## src/rtl/dec_key_encoder_if.sv

```systemverilog
// Key-encoder bus: raw key lines in, encoded key code out over a valid/ready handshake.
interface dec_key_encoder_if #(
  parameter int N_IN   = 10,
  parameter int CODE_W = 4
);
  // Handshake: the master raises code_valid with code_out/multi_hot stable and holds all three
  // unchanged until an edge where code_valid && code_ready; that edge is the single transfer.
  logic [N_IN-1:0]   key_in;
  logic [CODE_W-1:0] code_out;
  logic              code_valid;
  logic              code_ready;
  logic              multi_hot;

  modport master (
    input  key_in,
    input  code_ready,
    output code_out,
    output code_valid,
    output multi_hot
  );

  modport slave (
    output key_in,
    output code_ready,
    input  code_out,
    input  code_valid,
    input  multi_hot
  );
endinterface

```

## src/rtl/dec_key_encoder.sv

```systemverilog
// Debounced priority key encoder: registers raw keys, debounces, encodes the stable key,
// presents it over valid/ready, then waits for release with optional typematic repeat.
module dec_key_encoder #(
  parameter int N_IN          = 10,
  parameter int CODE_W        = 4,
  parameter int DEBOUNCE      = 4,
  parameter bit PRIORITY_HIGH = 1'b1,
  parameter int REPEAT_DLY    = 0
) (
  input  logic                 clk,
  input  logic                 rst_n,
  dec_key_encoder_if.master    bus,
  output logic [1:0]           dbg_state_o
);

  localparam int CNT_MAX = (DEBOUNCE > REPEAT_DLY) ? DEBOUNCE : REPEAT_DLY;
  localparam int CNT_W   = $clog2(CNT_MAX + 1);
  localparam logic [CNT_W-1:0] DB_C  = CNT_W'(DEBOUNCE);
  localparam logic [CNT_W-1:0] RD_C  = CNT_W'(REPEAT_DLY);
  localparam logic [CNT_W-1:0] ONE_C = CNT_W'(1);

  typedef enum logic [1:0] {
    S_IDLE     = 2'd0,
    S_DEBOUNCE = 2'd1,
    S_PRESENT  = 2'd2,
    S_HELD     = 2'd3
  } state_e;

  state_e            state_q;
  logic [N_IN-1:0]   key_q;
  logic [N_IN-1:0]   cand_q;
  logic [CNT_W-1:0]  cnt_q;
  logic [CNT_W-1:0]  rcnt_q;
  logic [CNT_W-1:0]  hcnt_q;
  logic [CODE_W-1:0] code_q;
  logic              valid_q;
  logic              multi_q;

  logic [CNT_W-1:0]  cnt_d;
  logic [CNT_W-1:0]  rcnt_d;
  logic [CNT_W-1:0]  hcnt_d;
  logic [CODE_W-1:0] enc_idx;
  logic              enc_multi;

  assign cnt_d  = cnt_q + ONE_C;
  assign rcnt_d = rcnt_q + ONE_C;
  assign hcnt_d = hcnt_q + ONE_C;

  // Later loop iterations overwrite earlier ones, so scan direction picks the winning key.
  always_comb begin
    enc_idx = '0;
    if (PRIORITY_HIGH) begin
      for (int i = 0; i < N_IN; i++) begin
        if (cand_q[i]) enc_idx = CODE_W'(i);
      end
    end else begin
      for (int i = N_IN - 1; i >= 0; i--) begin
        if (cand_q[i]) enc_idx = CODE_W'(i);
      end
    end
  end

  assign enc_multi = ($countones(cand_q) > 1);

  always_ff @(posedge clk) begin
    if (!rst_n) begin
      state_q <= S_IDLE;
      key_q   <= '0;
      cand_q  <= '0;
      cnt_q   <= '0;
      rcnt_q  <= '0;
      hcnt_q  <= '0;
      code_q  <= '0;
      valid_q <= 1'b0;
      multi_q <= 1'b0;
    end else begin
      key_q <= bus.key_in;
      case (state_q)
        S_IDLE: begin
          if (key_q != '0) begin
            cand_q  <= key_q;
            cnt_q   <= ONE_C;
            state_q <= S_DEBOUNCE;
          end
        end
        S_DEBOUNCE: begin
          if (key_q == '0) begin
            cnt_q   <= '0;
            state_q <= S_IDLE;
          end else if (key_q != cand_q) begin
            cand_q <= key_q;
            cnt_q  <= ONE_C;
          end else if (cnt_q == DB_C) begin
            code_q  <= enc_idx;
            multi_q <= enc_multi;
            valid_q <= 1'b1;
            cnt_q   <= '0;
            state_q <= S_PRESENT;
          end else begin
            cnt_q <= cnt_d;
          end
        end
        S_PRESENT: begin
          // Outputs stay frozen here; only the consumer's acceptance moves us on.
          if (bus.code_ready) begin
            valid_q <= 1'b0;
            rcnt_q  <= '0;
            hcnt_q  <= '0;
            state_q <= S_HELD;
          end
        end
        S_HELD: begin
          if (key_q == '0) begin
            hcnt_q <= '0;
            if (rcnt_d == DB_C) begin
              rcnt_q  <= '0;
              state_q <= S_IDLE;
            end else begin
              rcnt_q <= rcnt_d;
            end
          end else begin
            rcnt_q <= '0;
            // Other keys only reset the repeat timer; a new key needs a full release first.
            if (REPEAT_DLY > 0 && key_q == cand_q) begin
              if (hcnt_d == RD_C) begin
                hcnt_q  <= '0;
                valid_q <= 1'b1;
                state_q <= S_PRESENT;
              end else begin
                hcnt_q <= hcnt_d;
              end
            end else begin
              hcnt_q <= '0;
            end
          end
        end
        default: begin
          state_q <= S_IDLE;
        end
      endcase
    end
  end

  assign bus.code_out   = code_q;
  assign bus.code_valid = valid_q;
  assign bus.multi_hot  = multi_q;
  assign dbg_state_o    = state_q;

endmodule

```

## src/flat_wrapper.sv

```systemverilog
// flat-port wrapper written by rule: the top's interface ports become plain ports
module dec_key_encoder_flat 
#(
  parameter int N_IN          = 10,
  parameter int CODE_W        = 4,
  parameter int DEBOUNCE      = 4,
  parameter bit PRIORITY_HIGH = 1'b1,
  parameter int REPEAT_DLY    = 0
)
  (clk, rst_n, dbg_state_o, bus_key_in, bus_code_ready, bus_code_out, bus_code_valid, bus_multi_hot);
  dec_key_encoder_if #(.N_IN(N_IN), .CODE_W(CODE_W)) bus_i ();
  input  logic clk;
  input  logic rst_n;
  output logic [1:0] dbg_state_o;
  input wire logic [$bits(bus_i.key_in)-1:0] bus_key_in;
  input wire logic [$bits(bus_i.code_ready)-1:0] bus_code_ready;
  output wire logic [$bits(bus_i.code_out)-1:0] bus_code_out;
  output wire logic [$bits(bus_i.code_valid)-1:0] bus_code_valid;
  output wire logic [$bits(bus_i.multi_hot)-1:0] bus_multi_hot;
  assign bus_i.key_in = bus_key_in;
  assign bus_i.code_ready = bus_code_ready;
  assign bus_code_out = bus_i.code_out;
  assign bus_code_valid = bus_i.code_valid;
  assign bus_multi_hot = bus_i.multi_hot;
  dec_key_encoder #(.N_IN(N_IN), .CODE_W(CODE_W), .DEBOUNCE(DEBOUNCE), .PRIORITY_HIGH(PRIORITY_HIGH), .REPEAT_DLY(REPEAT_DLY)) u_core (.clk(clk), .rst_n(rst_n), .bus(bus_i), .dbg_state_o(dbg_state_o));
endmodule
```

## config.mk

```make
export PLATFORM = sky130hd
export DESIGN_NAME = dec_key_encoder_flat
export DESIGN_NICKNAME = d
export VERILOG_FILES = /design/src/rtl/dec_key_encoder_if.sv /design/src/rtl/dec_key_encoder.sv /design/src/flat_wrapper.sv
export SDC_FILE = /design/constraint.sdc
export NUM_CORES = 1
export LEC_CHECK = 0
export BUFFER_PORTS_ARGS = -buffer_cell sky130_fd_sc_hd__buf_4
export CAP_MARGIN = 40
export CORE_AREA = 2 2 58 60
export CTS_BUF_LIST = sky130_fd_sc_hd__clkbuf_8
export CTS_CLUSTER_SIZE = 16
export DETAILED_ROUTE_END_ITERATION = 8
export DIE_AREA = 0 0 60 62
export PLACE_DENSITY = 0.84
export SLEW_MARGIN = 20
export SYNTH_ARGS = -nofsm -noshare
export SYNTH_HDL_FRONTEND = slang
export SYNTH_SLANG_ARGS = --single-unit
```

## constraint.sdc

```tcl
create_clock -name clk -period 5.75 [get_ports clk]
set_input_delay 1.725 -clock clk [delete_from_list [all_inputs] [get_ports clk]]
set_output_delay 1.725 -clock clk [all_outputs]
set_load 0.05 [all_outputs]
```

== Yosys cells after proc, flatten, opt, wreduce, memory -nomap -nowiden ==
Index checks and enable logic that the tools add are counted.

* Register bits: 34
* Input bits: 13
* Word-level logic and storage cells: 85

* Reductions and logical operators: 12
* Mux-type cells: 35
* Bitwise gates (word level): 2
* Add/subtract/negate cells: 11
* Order comparisons: 1
* Equality and inequality tests: 16

{| class="wikitable"
|+ Operators with widths
! kind !! number
|-
| 32-bit adder || 4
|-
| 3-bit 2-to-1 mux || 11
|-
| 32-bit by 2-bit > comparator with 1-bit output, second input constant || 1
|-
| 10-bit 2-to-1 mux || 3
|-
| 10-bit case mux with 2 select lines || 1
|-
| 2-bit 2-to-1 mux || 9
|-
| 3-bit case mux with 2 select lines || 2
|-
| 1-bit by 1-bit adder with 2-bit output || 5
|-
| 10-bit logical NOT || 1
|-
| 10-bit != test || 1
|-
| 2-bit by 1-bit != test with 1-bit output, second input constant || 5
|-
| 10-bit nonzero test || 1
|-
| 4-bit 2-to-1 mux || 2
|-
| 2-bit case mux with 4 select lines || 1
|-
| 4-bit AND reduction || 2
|-
| 3-bit by 1-bit adder with 3-bit output, second input constant || 2
|-
| 3-bit == test, second input constant || 2
|-
| 2-bit != test, second input constant || 3
|-
| 6-bit AND reduction || 1
|-
| 2-bit nonzero test || 3
|-
| 1-bit 2-to-1 mux || 5
|-
| 5-bit AND reduction || 1
|-
| 2-bit == test, second input constant || 2
|-
| 2-bit AND reduction || 2
|-
| 6 further kinds || 7
|}

== Logic depth before layout (Yosys ltp) ==
* Word-level depth: 9
* Mapped depth: 14
* Mapped depth without buffers: 14

== Least setup slack after synthesis ==
Ideal clock, no wire load.

* Kind: register to register
* From: register u_core.cand_q[2]
* To: register u_core.multi_q, in the netlist u_core.bus.multi_hot
* Library setup time: 116 ps
* Path buffers: 0
* Setup slack: 2,712 ps
* Stages on the path, launching flop included: 15
* Arrival: 2,921 ps
* Cell sequence: dfxtp_1 -> inv_1 -> ha_1 -> inv_1 -> fa_1 -> fa_1 -> inv_1 -> fa_1 -> inv_1 -> fa_1 -> nor2b_1 -> a31oi_1 -> nor3b_1 -> nand2_1 -> o211a_1

* Longest elaborated chain between the ends: 5

{| class="wikitable"
|+ Ends and longest elaborated chain
! item !! line !! RTL
|-
| from (decl) || dec_key_encoder.sv:31 || <nowiki>logic [N_IN-1:0] cand_q;</nowiki>
|-
| from (signal assigned) || dec_key_encoder.sv:81 || <nowiki>cand_q <= key_q;</nowiki>
|-
| from (signal assigned) || dec_key_encoder.sv:91 || <nowiki>cand_q <= key_q;</nowiki>
|-
| 1-bit by 1-bit adder with 2-bit output (implied by the code) || dec_key_encoder.sv:63 || <nowiki>assign enc_multi = ($countones(cand_q) > 1);</nowiki>
|-
| 32-bit adder (implied by the code) (3 in series) || dec_key_encoder.sv:63 ||
|-
| 32-bit by 2-bit > comparator with 1-bit output || dec_key_encoder.sv:63 ||
|-
| to (signal assigned) || dec_key_encoder.sv:95 || <nowiki>multi_q <= enc_multi;</nowiki>
|-
| to (decl) || dec_key_encoder.sv:37 || <nowiki>logic multi_q;</nowiki>
|}

Several ways; a longest one is shown, not always the timed one.
A chain may end at the register's enable or synchronous reset.

== Final worst setup path ==
* From: register u_core.cand_q[4]
* To: register u_core.multi_q, in the netlist u_core.bus.multi_hot

Same word-level chain as after synthesis.

==> metrics.txt <==
NumNets Final 267; clock latency on the worst-skew pair 280 ps; initial antenna violation count 0; Sum Neg Setup Slack 0 ps; final setup vio count 0; Placement Rows 21; post-detail-place hpwl 2560 µm; Critical Path End Type flop; family with the most delay on the worst path adder cells; Async SR Flop Fraction 0; type of the worst setup path reg -> reg; CP Max Fanout 5; routed via count 1,470; Ant. Diodes 0; vias in the first global route 1,378; ranking of synthesized cells by area dfxtp_1, ha_1, mux2i_1; DRT Pass-1 Iters 4; worst hold path type reg -> reg; synthesized area 1920 µm²; critical path arrival 3400 ps; Clock Tree Buf Depth 2; minimum clock period 3220 ps; Num Clock Sinks 34; Ports 21; post_cts resized 0; CP max stage delay 540 ps; core area 3180 µm²; Hold Fails Final Rpt 0; Initial Utilization 0.603; slowest CP cell fa_1; critical path launch point type flop; post-route clock period utilization 0.560; initial DRC count 56; TritonCTS Buffers 5; yosys warns 0; die height 62 µm; Top FF cell, synth dfxtp_1; Final Skew 2.37 ps; first-pass GRT wire length 5800 µm; worst-margin pin slew 427 ps; Vias per Instance 5.23; Synth area leader dfxtp_1; placed cell count 273; buffer and inverter count on the worst path 4; syn avg cell area 9.01 µm²; PwrDens 230 nW/µm²; Tot Pwr 504 µW; Pleak 1.03 nW; routed wire length 3490 µm; chip width 60 µm; Max Cap Viol 0; Worst IR Drop VDD 162 µV; H-tree level count 2; Synth Net Count 246; top-area cell type share of the netlist area 0.355; PortBufs 20; Netlist cell types 36; FF+latch count, synth 34; Final Slew Violations 0; Rel. slew slack 0.712; status completed; Reg clk slew, reported paths 70 ps; DR DRC count 0; Critical Path RT 5930 ps; reg2reg setup slack 2530 ps; share of cells above drive strength 1 0.145; P&R area growth vs syn 14.2%; RSZ-0062 raised after global routing no; global placer's final weighted congestion 0.869; routed length per placed instance 12.4 µm; clock root buffer clkbuf_8; grt ovf 0; Die ar. 3720 µm²; Synth Instances 213; post-route insts no fill 281; CTS tree done; Post-synth EDFFs 0; Max Clk Rate 311 MHz; setup bufs post-CTS 0; largest net degree at the start of global routing 44; Routed Antenna Nets 0; GRT Util Overall 0.214; fraction of the yosys area taken by sequential cells 0.355; CTS Hold Bufs 0; crit path cell chain inv_1, ha_1, inv_1, fa_1, fa_1, inv_1, fa_1, inv_1, fa_1, nor2b_1, a31oi_1, nor3b_1, nand2_1, o211a_1
-- cells in the final DEF (no fill, tap or decap), drive strengths merged, types with 3 or more instances in the layout --
cell type,count
buf,20
a211oi,3
mux2i,15
nor2b,7
a21oi,4
nand4,3
and2,12
nor3b,3
xor2,11
a31oi,4
clkbuf,6
ha,14
o21ai,6
nor4,6
fa,6
nor2,12
nand2,27
inv,24
dfxtp,34
-- registers in the layout (all words and copies together), names as in the netlist, named ones only --
name	count
u_core.cand_q	10
u_core.bus.multi_hot	1
u_core.bus.code_valid	1
u_core.cnt_q	3
u_core.dbg_state_o	1
u_core.key_q	10
u_core.rcnt_q	3
u_core.bus.code_out	4
-- cell type report --
type	instances	area, µm²
Fill cell	256	988
Clock inverter	2	12.5
Sequential cell	34	681
Tap cell	46	57.6
Multi-Input combinational cell	149	1120
Clock buffer	6	82.6
Inverter	24	90.1
Timing Repair Buffer	20	150
-- where the power goes --
part / total (mW) / switching (mW) / internal, mW / leakage [nW]
clock: 0.180 / 0.0840 / 0.0961 / 0.0472
combinational: 0.0699 / 0.0375 / 0.0324 / 0.700
sequential: 0.254 / 0.0105 / 0.244 / 0.279
-- tightest hold or removal path, cell delays in order (launching register included) --
cell and delay [ps]:
dfxtp_1 330, nand2_1 60, a21boi_1 50
-- layer usage --
layer,vias up,share of wire,global-route usage
li1,748,-,-
met1,672,0.45,0.256
met2,40,0.49,0.365
met3,10,0.037,0.0435
met4,0,0.027,0.108
met5,-,0,0
-- cells in the mapped netlist, types with 2 or more instances --
cell type and instances:
nor4_2 2, nand2_1 27, a31oi_1 4, fa_1 6, mux2i_1 15, nor2b_1 7
o21ai_0 6, dfxtp_1 34, inv_1 24, nor4_1 4, o211a_1 2, a21oi_1 4
and2_1 11, nor3b_1 3, a211oi_1 3, xor2_1 11, nor2_1 12, ha_1 14
nand4_1 3, clkbuf_1 3, buf_2 2, nor3_1 2
-- final timing paths --
path / start / end / cells after the start
setup / recovery: u_core.cand_q[4] / u_core.bus.multi_hot / 14
hold / removal: u_core.cnt_q[1] / u_core.cnt_q[1] / 2
setup reg to reg: u_core.cand_q[4] / u_core.bus.multi_hot / 14
hold reg to reg: u_core.cnt_q[1] / u_core.cnt_q[1] / 2
-- logic make-up after synthesis --
group,share of synthesized area
AO/OA/AOI/OAI,0.0737
XOR/XNOR,0.0502
adder cells (fa/ha/maj),0.154
buffers and inverters,0.0626
flip-flops,0.355
multiplexers,0.0783
AND/OR/NAND/NOR,0.226
-- per-stage QoR --
stage / utilization / setup WS, ps / hold slack (ps) / instance area, µm²
after global routing: 0.689 / 2250 / 499 / 2190
after global placement: 0.659 / 2640 / 466 / 2100
after detailed placement: 0.659 / 2530 / 466 / 2100
after floorplan: - / 2710 / 447 / 1920
final: 0.689 / 2530 / 476 / 2190
after CTS: 0.689 / 2520 / 475 / 2190
Note: power is estimated with default switching activity, not from simulation.
